<file path="src/rtl/forward_select_gen_pkg.sv">
// Shared types and constants for the operand-forwarding controller:
// select codes, specifier widths, tracking-slot record and select priority.
package forward_select_gen_pkg;

  localparam int REG_W     = 5;
  localparam int SEL_W     = 2;
  localparam int NUM_SLOTS = 4;  // EX, MEM, WB, WB1

  localparam logic [SEL_W-1:0] SEL_RF    = 2'b00;
  localparam logic [SEL_W-1:0] SEL_EXMEM = 2'b01;
  localparam logic [SEL_W-1:0] SEL_MEMWB = 2'b10;
  localparam logic [SEL_W-1:0] SEL_WB1   = 2'b11;

  typedef struct packed {
    logic [REG_W-1:0] dst;
    logic             we;
    logic             mr;
  } slot_t;

  // Match bit 0 is the EX slot (nearest producer); the first hit wins.
  // A hit only in WB1 falls back to the register file, which already holds it.
  function automatic logic [SEL_W-1:0] fwd_sel(input logic used,
                                               input logic [NUM_SLOTS-1:0] m);
    logic [SEL_W-1:0] sel;
    sel = SEL_RF;
    if (used) begin
      casez (m)
        4'b???1: sel = SEL_EXMEM;
        4'b??10: sel = SEL_MEMWB;
        4'b?100: sel = SEL_WB1;
        default: sel = SEL_RF;
      endcase
    end
    return sel;
  endfunction

endpackage

</file>
<file path="src/rtl/forward_select_gen_if.sv">
// ID-stage request / forwarding-select bundle between the decode stage and
// the forwarding controller.
interface forward_select_gen_if
  import forward_select_gen_pkg::*;
  ();

  logic             id_valid;
  logic [REG_W-1:0] id_rs;
  logic [REG_W-1:0] id_rt;
  logic             id_uses_rs;
  logic             id_uses_rt;
  logic [REG_W-1:0] id_dst;
  logic             id_reg_write;
  logic             id_mem_read;
  logic             flush;
  logic [SEL_W-1:0] selA;
  logic [SEL_W-1:0] selB;
  logic             stall;

  modport master (
    output id_valid, id_rs, id_rt, id_uses_rs, id_uses_rt,
           id_dst, id_reg_write, id_mem_read, flush,
    input  selA, selB, stall
  );

  modport slave (
    input  id_valid, id_rs, id_rt, id_uses_rs, id_uses_rt,
           id_dst, id_reg_write, id_mem_read, flush,
    output selA, selB, stall
  );

endinterface

</file>
<file path="src/rtl/forward_select_gen_fwd_stage_slot.sv">
// One pipeline tracking slot {dst, we, mr} with synchronous clear, bubble
// load and per-source producer compare.
module fwd_stage_slot
  import forward_select_gen_pkg::*;
(
  input  logic             clk_i,
  input  logic             srst_i,
  input  logic             bubble_i,
  input  slot_t            slot_d_i,
  input  logic [REG_W-1:0] src_a_i,
  input  logic [REG_W-1:0] src_b_i,
  output slot_t            slot_q_o,
  output logic             match_a_o,
  output logic             match_b_o
);

  slot_t slot_q;

  always_ff @(posedge clk_i) begin
    if (srst_i || bubble_i) begin
      slot_q <= '0;
    end else begin
      slot_q <= slot_d_i;
    end
  end

  // Writes to register zero are never forwarded.
  logic live;
  assign live      = slot_q.we && (slot_q.dst != '0);
  assign match_a_o = live && (slot_q.dst == src_a_i);
  assign match_b_o = live && (slot_q.dst == src_b_i);
  assign slot_q_o  = slot_q;

endmodule

</file>
<file path="src/rtl/forward_select_gen.sv">
// Operand-forwarding select generator and load-use stall for the five-stage
// datapath; tracks producers in EX, MEM, WB and WB1.
module forward_select_gen
  import forward_select_gen_pkg::*;
(
  input  logic                 Clk,
  input  logic                 Rst,
  forward_select_gen_if.slave  bus
);

  slot_t                slot_in [NUM_SLOTS];
  slot_t                slot_q  [NUM_SLOTS];
  logic [NUM_SLOTS-1:0] match_a;
  logic [NUM_SLOTS-1:0] match_b;
  logic [NUM_SLOTS-1:0] bubble;

  logic             hazard;
  logic             stall;
  logic             ex_bubble;
  logic [SEL_W-1:0] sel_a_d, sel_a_q;
  logic [SEL_W-1:0] sel_b_d, sel_b_q;

  genvar gi;
  generate
    for (gi = 0; gi < NUM_SLOTS; gi++) begin : g_slot
      if (gi == 0) begin : g_head
        assign slot_in[gi] = '{dst: bus.id_dst, we: bus.id_reg_write, mr: bus.id_mem_read};
        assign bubble[gi]  = ex_bubble;
      end else begin : g_tail
        assign slot_in[gi] = slot_q[gi-1];
        assign bubble[gi]  = 1'b0;
      end

      fwd_stage_slot u_slot (
        .clk_i     (Clk),
        .srst_i    (Rst),
        .bubble_i  (bubble[gi]),
        .slot_d_i  (slot_in[gi]),
        .src_a_i   (bus.id_rs),
        .src_b_i   (bus.id_rt),
        .slot_q_o  (slot_q[gi]),
        .match_a_o (match_a[gi]),
        .match_b_o (match_b[gi])
      );
    end
  endgenerate

  // A load still in EX cannot forward yet; the consumer waits one cycle and
  // then picks the loaded value up from MEM/WB.
  assign hazard    = slot_q[0].mr &&
                     ((bus.id_uses_rs && match_a[0]) || (bus.id_uses_rt && match_b[0]));
  assign stall     = hazard && bus.id_valid && !bus.flush;
  assign ex_bubble = bus.flush || stall || !bus.id_valid;

  always_comb begin
    sel_a_d = SEL_RF;
    sel_b_d = SEL_RF;
    if (!ex_bubble) begin
      sel_a_d = fwd_sel(bus.id_uses_rs, match_a);
      sel_b_d = fwd_sel(bus.id_uses_rt, match_b);
    end
  end

  always_ff @(posedge Clk) begin
    if (Rst) begin
      sel_a_q <= SEL_RF;
      sel_b_q <= SEL_RF;
    end else begin
      sel_a_q <= sel_a_d;
      sel_b_q <= sel_b_d;
    end
  end

  assign bus.selA  = sel_a_q;
  assign bus.selB  = sel_b_q;
  assign bus.stall = stall;

endmodule

</file>
<file path="src/flat_wrapper.sv">
// flat-port wrapper written by rule: the top's interface ports become plain ports
module forward_select_gen_flat import forward_select_gen_pkg::*;
  (Clk, Rst, bus_id_valid, bus_id_rs, bus_id_rt, bus_id_uses_rs, bus_id_uses_rt, bus_id_dst, bus_id_reg_write, bus_id_mem_read, bus_flush, bus_selA, bus_selB, bus_stall);
  forward_select_gen_if bus_i ();
  input  logic Clk;
  input  logic Rst;
  input wire logic [$bits(bus_i.id_valid)-1:0] bus_id_valid;
  input wire logic [$bits(bus_i.id_rs)-1:0] bus_id_rs;
  input wire logic [$bits(bus_i.id_rt)-1:0] bus_id_rt;
  input wire logic [$bits(bus_i.id_uses_rs)-1:0] bus_id_uses_rs;
  input wire logic [$bits(bus_i.id_uses_rt)-1:0] bus_id_uses_rt;
  input wire logic [$bits(bus_i.id_dst)-1:0] bus_id_dst;
  input wire logic [$bits(bus_i.id_reg_write)-1:0] bus_id_reg_write;
  input wire logic [$bits(bus_i.id_mem_read)-1:0] bus_id_mem_read;
  input wire logic [$bits(bus_i.flush)-1:0] bus_flush;
  output wire logic [$bits(bus_i.selA)-1:0] bus_selA;
  output wire logic [$bits(bus_i.selB)-1:0] bus_selB;
  output wire logic [$bits(bus_i.stall)-1:0] bus_stall;
  assign bus_i.id_valid = bus_id_valid;
  assign bus_i.id_rs = bus_id_rs;
  assign bus_i.id_rt = bus_id_rt;
  assign bus_i.id_uses_rs = bus_id_uses_rs;
  assign bus_i.id_uses_rt = bus_id_uses_rt;
  assign bus_i.id_dst = bus_id_dst;
  assign bus_i.id_reg_write = bus_id_reg_write;
  assign bus_i.id_mem_read = bus_id_mem_read;
  assign bus_i.flush = bus_flush;
  assign bus_selA = bus_i.selA;
  assign bus_selB = bus_i.selB;
  assign bus_stall = bus_i.stall;
  forward_select_gen u_core (.Clk(Clk), .Rst(Rst), .bus(bus_i));
endmodule
</file>
<file path="config.mk">
export PLATFORM = sky130hd
export DESIGN_NAME = forward_select_gen_flat
export DESIGN_NICKNAME = d
export VERILOG_FILES = /design/src/rtl/forward_select_gen_pkg.sv /design/src/rtl/forward_select_gen_if.sv /design/src/rtl/forward_select_gen_fwd_stage_slot.sv /design/src/rtl/forward_select_gen.sv /design/src/flat_wrapper.sv
export SDC_FILE = /design/constraint.sdc
export NUM_CORES = 1
export LEC_CHECK = 0
export CAP_MARGIN = 20
export CORE_MARGIN = 2
export CORE_UTILIZATION = 48
export DETAILED_ROUTE_END_ITERATION = 8
export GPL_TIMING_DRIVEN = 0
export PLACE_DENSITY = 0.75
export SLEW_MARGIN = 20
export SYNTH_ARGS = -nofsm -noshare
export SYNTH_HDL_FRONTEND = slang
export SYNTH_SLANG_ARGS = --single-unit
export TNS_END_PERCENT = 30
</file>
<file path="constraint.sdc">
create_clock -name Clk -period 2.5 [get_ports Clk]
set_input_delay 0.375 -clock Clk [delete_from_list [all_inputs] [get_ports Clk]]
set_output_delay 0.375 -clock Clk [all_outputs]
set_load 0.005 [all_outputs]
</file>
Yosys cells after proc, flatten, opt, wreduce, memory -nomap -nowiden
Cells that the tools add are included.
{"block": "totals", "output_inout_bits": 5, "ff_bits": 23, "wordCells": 48}
{"block": "classes", "muxes": 2, "n_eq_ne": 10, "reduce_logical": 25, "n_bitwise": 2}
{"cell": "$eq A5 B5 Y1", "n": 6}
{"cell": "$reduce_bool A5 Y1", "n": 3}
{"cell": "$logic_and A1 B1 Y1", "n": 14}
{"cell": "$pmux W2 S3", "n": 2}
{"cell": "$eq A3 B3 Y1 const B", "n": 2}
{"cell": "$reduce_or A3 Y1", "n": 2}
{"cell": "$eq A2 B2 Y1 const B", "n": 2}
{"cell": "$logic_or A1 B1 Y1", "n": 4}
{"cell": "$logic_not A1 Y1", "n": 2}
{"cell": "$not A1 Y1", "n": 2}

Depth between registers and ports, before layout
Gate-level depths: netlist (run 1).
{"block": "logic_depth", "ltp_word": 11, "depth_mapped": 5}

Modules after synthesis
A second synthesis (run 1) with hierarchy kept.
{"block": "hier_totals", "cells_unflattened": 116, "area_unflattened_um2": 1116.1}
{"mod": "fwd_stage_slot", "cells_per_inst": 31, "n_inst": 3, "area_per_inst_um2": 311.5}
{"mod": "forward_select_gen", "cells_per_inst": 23, "n_inst": 1, "area_per_inst_um2": 181.4}

Least setup slack after synthesis (run 1)
No wires, ideal clock.
{"block": "synth_timing", "kind": "flip-flop to output port", "start": "register, netlist name u_core.g_slot[0].u_slot.slot_q_o[3]", "end": "output bus_stall", "t_arrival_ns": 1.421, "path_stages_with_launch": 6, "path_slack_ns": 0.704, "cell_sequence": "dfxtp_1 -> or4_1 -> o21ai_0 -> nor4_1 -> a21oi_1 -> nor2_1"}
{"block": "synth_between", "elab_chain_len": 8, "word_cells_on_any_way": 12}
{"item": "$reduce_bool A5 Y1", "line": "forward_select_gen_fwd_stage_slot.sv:29", "text": "assign live = slot_q.we && (slot_q.dst != '0);"}
{"item": "$logic_and A1 B1 Y1", "line": "forward_select_gen_fwd_stage_slot.sv:29"}
{"item": "$logic_and A1 B1 Y1 (on tied branches)", "line": "forward_select_gen_fwd_stage_slot.sv:30, forward_select_gen_fwd_stage_slot.sv:31"}
{"item": "$logic_and A1 B1 Y1", "line": "forward_select_gen.sv:51", "text": "((bus.id_uses_rs && match_a[0]) || (bus.id_uses_rt && match_b[0]));"}
{"item": "$logic_or A1 B1 Y1 (*)", "line": "forward_select_gen.sv:51"}
{"item": "$logic_and A1 B1 Y1 (*)", "line": "forward_select_gen.sv:50", "text": "assign hazard = slot_q[0].mr &&"}
{"item": "$logic_and A1 B1 Y1 (*) (2 in a row)", "line": "forward_select_gen.sv:52", "text": "assign stall = hazard && bus.id_valid && !bus.flush;"}
{"item": "end: declaration", "line": "flat_wrapper.sv:18", "text": "output wire logic [$bits(bus_i.stall)-1:0] bus_stall;"}
Mark *: on every way between the ends. The rest lies on a longest branch, timed or not.

Final worst setup path (run 1)
{"block": "layout_timing", "start": "register, netlist name u_core.g_slot[0].u_slot.slot_q_o[3]", "end": "output bus_stall"}
{"block": "layout_between", "elab_chain_len": 8, "word_cells_on_any_way": 12}
{"item": "$reduce_bool A5 Y1", "line": "forward_select_gen_fwd_stage_slot.sv:29"}
{"item": "$logic_and A1 B1 Y1", "line": "forward_select_gen_fwd_stage_slot.sv:29"}
{"item": "$logic_and A1 B1 Y1 (on tied branches)", "line": "forward_select_gen_fwd_stage_slot.sv:30, forward_select_gen_fwd_stage_slot.sv:31"}
{"item": "$logic_and A1 B1 Y1", "line": "forward_select_gen.sv:51"}
{"item": "$logic_or A1 B1 Y1 (*)", "line": "forward_select_gen.sv:51"}
{"item": "$logic_and A1 B1 Y1 (*)", "line": "forward_select_gen.sv:50"}
{"item": "$logic_and A1 B1 Y1 (*) (2 in a row)", "line": "forward_select_gen.sv:52"}
Marks and branches as above.

==> results.md, run 1 <==
- Crit-path leading delay family: simple AND/OR/NAND/NOR gates
- Crit end category: output pin
- CTS Root Cell: clkbuf_4
- Seq/Total Area, Yosys: 40.8%
- Max cap viols: 0
- Fraction of registers with async set/reset: 0%
- Tightest Hold Check Type: reg -> reg
- DP Worst Slack: -0.425 ns
- Tcrit/Tclk final: 93.6%
- Vias in the first global route: 896
- IO Port Bufs: 27
- Inserted Diodes: 0
- DR top layer: met4
- CTS Buf Count: 3
- Worst path arrival time: 1.96 ns
- Initial antenna violation count: 0
- DR iter-0 viols: 17
- Die Wd: 52.5 um
- Non-Filler Instances: 175
- GRT Resource Usage Total: 20.3%
- Cell-by-cell trace of the critical path: or4_4, o21ai_4, nor4b_2, a21oi_1, nor2_1, dlygate4sd2_1
- Synth Flop Type: dfxtp_1
- Area after DPL: 1440 sq um
- I/O Pins: 28
- Final WL: 2.40 mm
- Hold depth: 1
- Netlist Area Pre-Place: 1130 sq um
- DRC: 0
- Min-Delay Startpoint: u_core.g_slot[1].u_slot.slot_q_o[1]$_SDFF_PP0_
- Met1 Wirelength: 1.15 mm
- PD cells: 425 nW/um^2
- Layout area overhead: 35.2%
- CP required: 2.12 ns
- Met2 routed WL: 1.14 mm
- FP Rows: 17
- CTS tree: yes
- Final Critical Period: 2.34 ns
- Core area: 2210 sq um
- Critical path class: reg -> out
- Routed Antenna Nets: 0
- Unrepaired setup endpoints after global routing: false
- Static leakage: 0.571 nW
- Max transition margin: 67.6%
- Top cells by area, synth: dfxtp_1 (41%), xnor2_1 (16%), xor2_1 (7.0%), nor2b_1 (6.6%), and2_1 (3.9%)
- Largest net degree at the start of global routing: 13
- Detail Placement HPWL: 1.89 mm
- Most frequent cells after synthesis: dfxtp_1 (23), xnor2_1 (21), nor2b_1 (12)
- Crit start category: flip-flop
- First-pass GRT wire length: 4.00 mm
- Number of enable flip-flop cells after synthesis: 0
- Seq cells post-synth: 23
- Via count: 916
- Synth Net Count: 137
- Worst-path clk slew: 0.13 ns
- Layout Nets: 171
- Synth area leader: dfxtp_1
- Count of warnings emitted by yosys: 0
- Yosys top cell area share: 40.8%
- Worst-path fanout max: 3
- Worst slew pin tran: 0.481 ns
- Die Height: 52.5 um
- Die Area: 2760 sq um
- Routed len/inst: 13.7 um
- Final Hold Violating Endpoints: 0
- Clock buffer depth: 2
- Layout fillers: 173
- Routability cong.: 0.835
- DR pass1 iterations: 4
- Hold_buf cts: 0
- Vias per cell: 5.23
- Maximum vdd ir drop: 297 uV
- PnR worst setup slack: 0.161 ns
- Worst-case clock skew: 0.0146 ns
- Fraction of layout cells with a size suffix above 1: 10.9%
- Final Cell Area: 1530 sq um
- Total congestion overflow: 0
- Placed Cells: 169
- Initial Utilization: 51.1%
- Cell count along the critical path: 6
- CP bufs+invs: 1
- Clock Latency Late Sink: 0.31 ns
- Cell count after synthesis: 114
- Clock Sinks: 23
- Distinct cells, synth: 29
- Max Fclk: 0.427 GHz
- # H-tree levels: 1
- Final Max Slew Viols: 0
- Slowest Stage Delay on Critical Path: 0.56 ns
- Worst Setup SP: u_core.g_slot[0].u_slot.slot_q_o[3]$_SDFF_PP0_
- Met3 WL: 93 um
- Most common cell in the netlist: dfxtp_1
- CP max stage cell: or4_4
- FF-to-FF path depth: 5
- Reg2Reg Launch Point: u_core.g_slot[0].u_slot.slot_q_o[3]$_SDFF_PP0_
- Syn Area/Cell: 9.91 sq um
- Status: completed
- Final setup vio count: 0
## per-layer routing
metal / up-vias / track usage [%]
met3: 2 / 4.00
li1: 457 / -
met5: - / 0
met2: 24 / 33.1
met4: 0 / 9.40
met1: 433 / 25.4
## kinds of logic (layout without fill, tap and decap cells)
kind of cell | after synthesis | after routing | share of synthesized area (%)
and+or+nand+nor | 52 | 52 | 30.6
xor gates and xnor gates | 30 | 30 | 23.3
DFF | 23 | 23 | 40.8
AOI/OAI and AO/OA | 7 | 7 | 4.76
buffers and inverters | 2 | 35 | 0.664
## metrics by stage
step / hold WS [ns] / setup TNS (ns) / power [W] / utilization, %
2_1_floorplan: 0.431 / 0 / 0.000431 / -
3_3_place_gp: 0.451 / -0.391 / 0.000482 / 64.9
3_5_place_dp: 0.446 / -0.425 / 0.000484 / 64.9
4_1_cts: 0.471 / 0 / 0.000654 / 69.1
5_1_grt: 0.479 / 0 / 0.000685 / 69.1
6_report: 0.473 / 0 / 0.000650 / 69.1
## worst paths after layout
| check | slack, ns | to |
|---|---|---|
| max | 0.16 | bus_stall |
| max reg2reg | 0.56 | u_core.bus.selA[0]$_SDFF_PP0_ |
| min reg2reg | 0.47 | u_core.g_slot[2].u_slot.slot_q_o[1]$_SDFF_PP0_ |
| min | 0.47 | u_core.g_slot[2].u_slot.slot_q_o[1]$_SDFF_PP0_ |
## repair_timing
action / in CTS / in global routing
setup buffers: 2 / 0
hold endpoints to repair: 0 / 0
setup endpoints to repair: 1 / 0
resized for setup: 16 / 0
## cells in the final DEF (no fill, tap or decap), types with 2 or more instances in the layout
cell,instances
a21oi_1,3
and2_1,7
buf_4,2
clkbuf_1,2
clkbuf_4,3
clkdlybuf4s50_1,23
dfxtp_1,21
dlygate4sd2_1,4
nand3_1,5
nand4_1,3
nor2_1,3
nor2b_1,12
nor3_1,2
nor4_1,3
or4_1,3
xnor2_1,19
xnor2_2,2
xor2_1,9
## registers in the layout, indices dropped and copies added, names as in the netlist
signal	cells
u_core.g_slot.u_slot.slot_q_o	19
u_core.bus.selA	2
u_core.bus.selB	2
## area by class of cell
cell class / instances / area [sq um] / area share (%)
clock buffers: 4 / 26.3 / 1.72
flip-flops and latches: 23 / 465 / 30.5
multi-input cells: 89 / 713 / 46.7
inverters: 1 / 3.75 / 0.246
plain buffers: 1 / 3.75 / 0.246
well taps: 28 / 35.0 / 2.29
repair buffers: 29 / 280 / 18.3
## where the power goes
group / switching (W) / total, W / internal (W) / leakage (nW)
clock network: 0.000105 / 0.000167 / 0.0000621 / 0.0150
logic: 0.0000433 / 0.000105 / 0.0000615 / 0.369
registers: 0.00000643 / 0.000378 / 0.000371 / 0.187
Power figures use the tool's default switching activity.
==> run 2, diff against run 1 <==
Settings changed: GPL_ROUTABILITY_DRIVEN set to 0.
==> results of run 2 <==
Same layout as run 1: the final DEF is identical, and so are final timing and power.
==> run 3, diff against run 2 <==
Settings changed: ABC_AREA set to 0.
==> results of run 3 <==
Same layout as run 1: the final DEF is identical, and so are final timing and power.
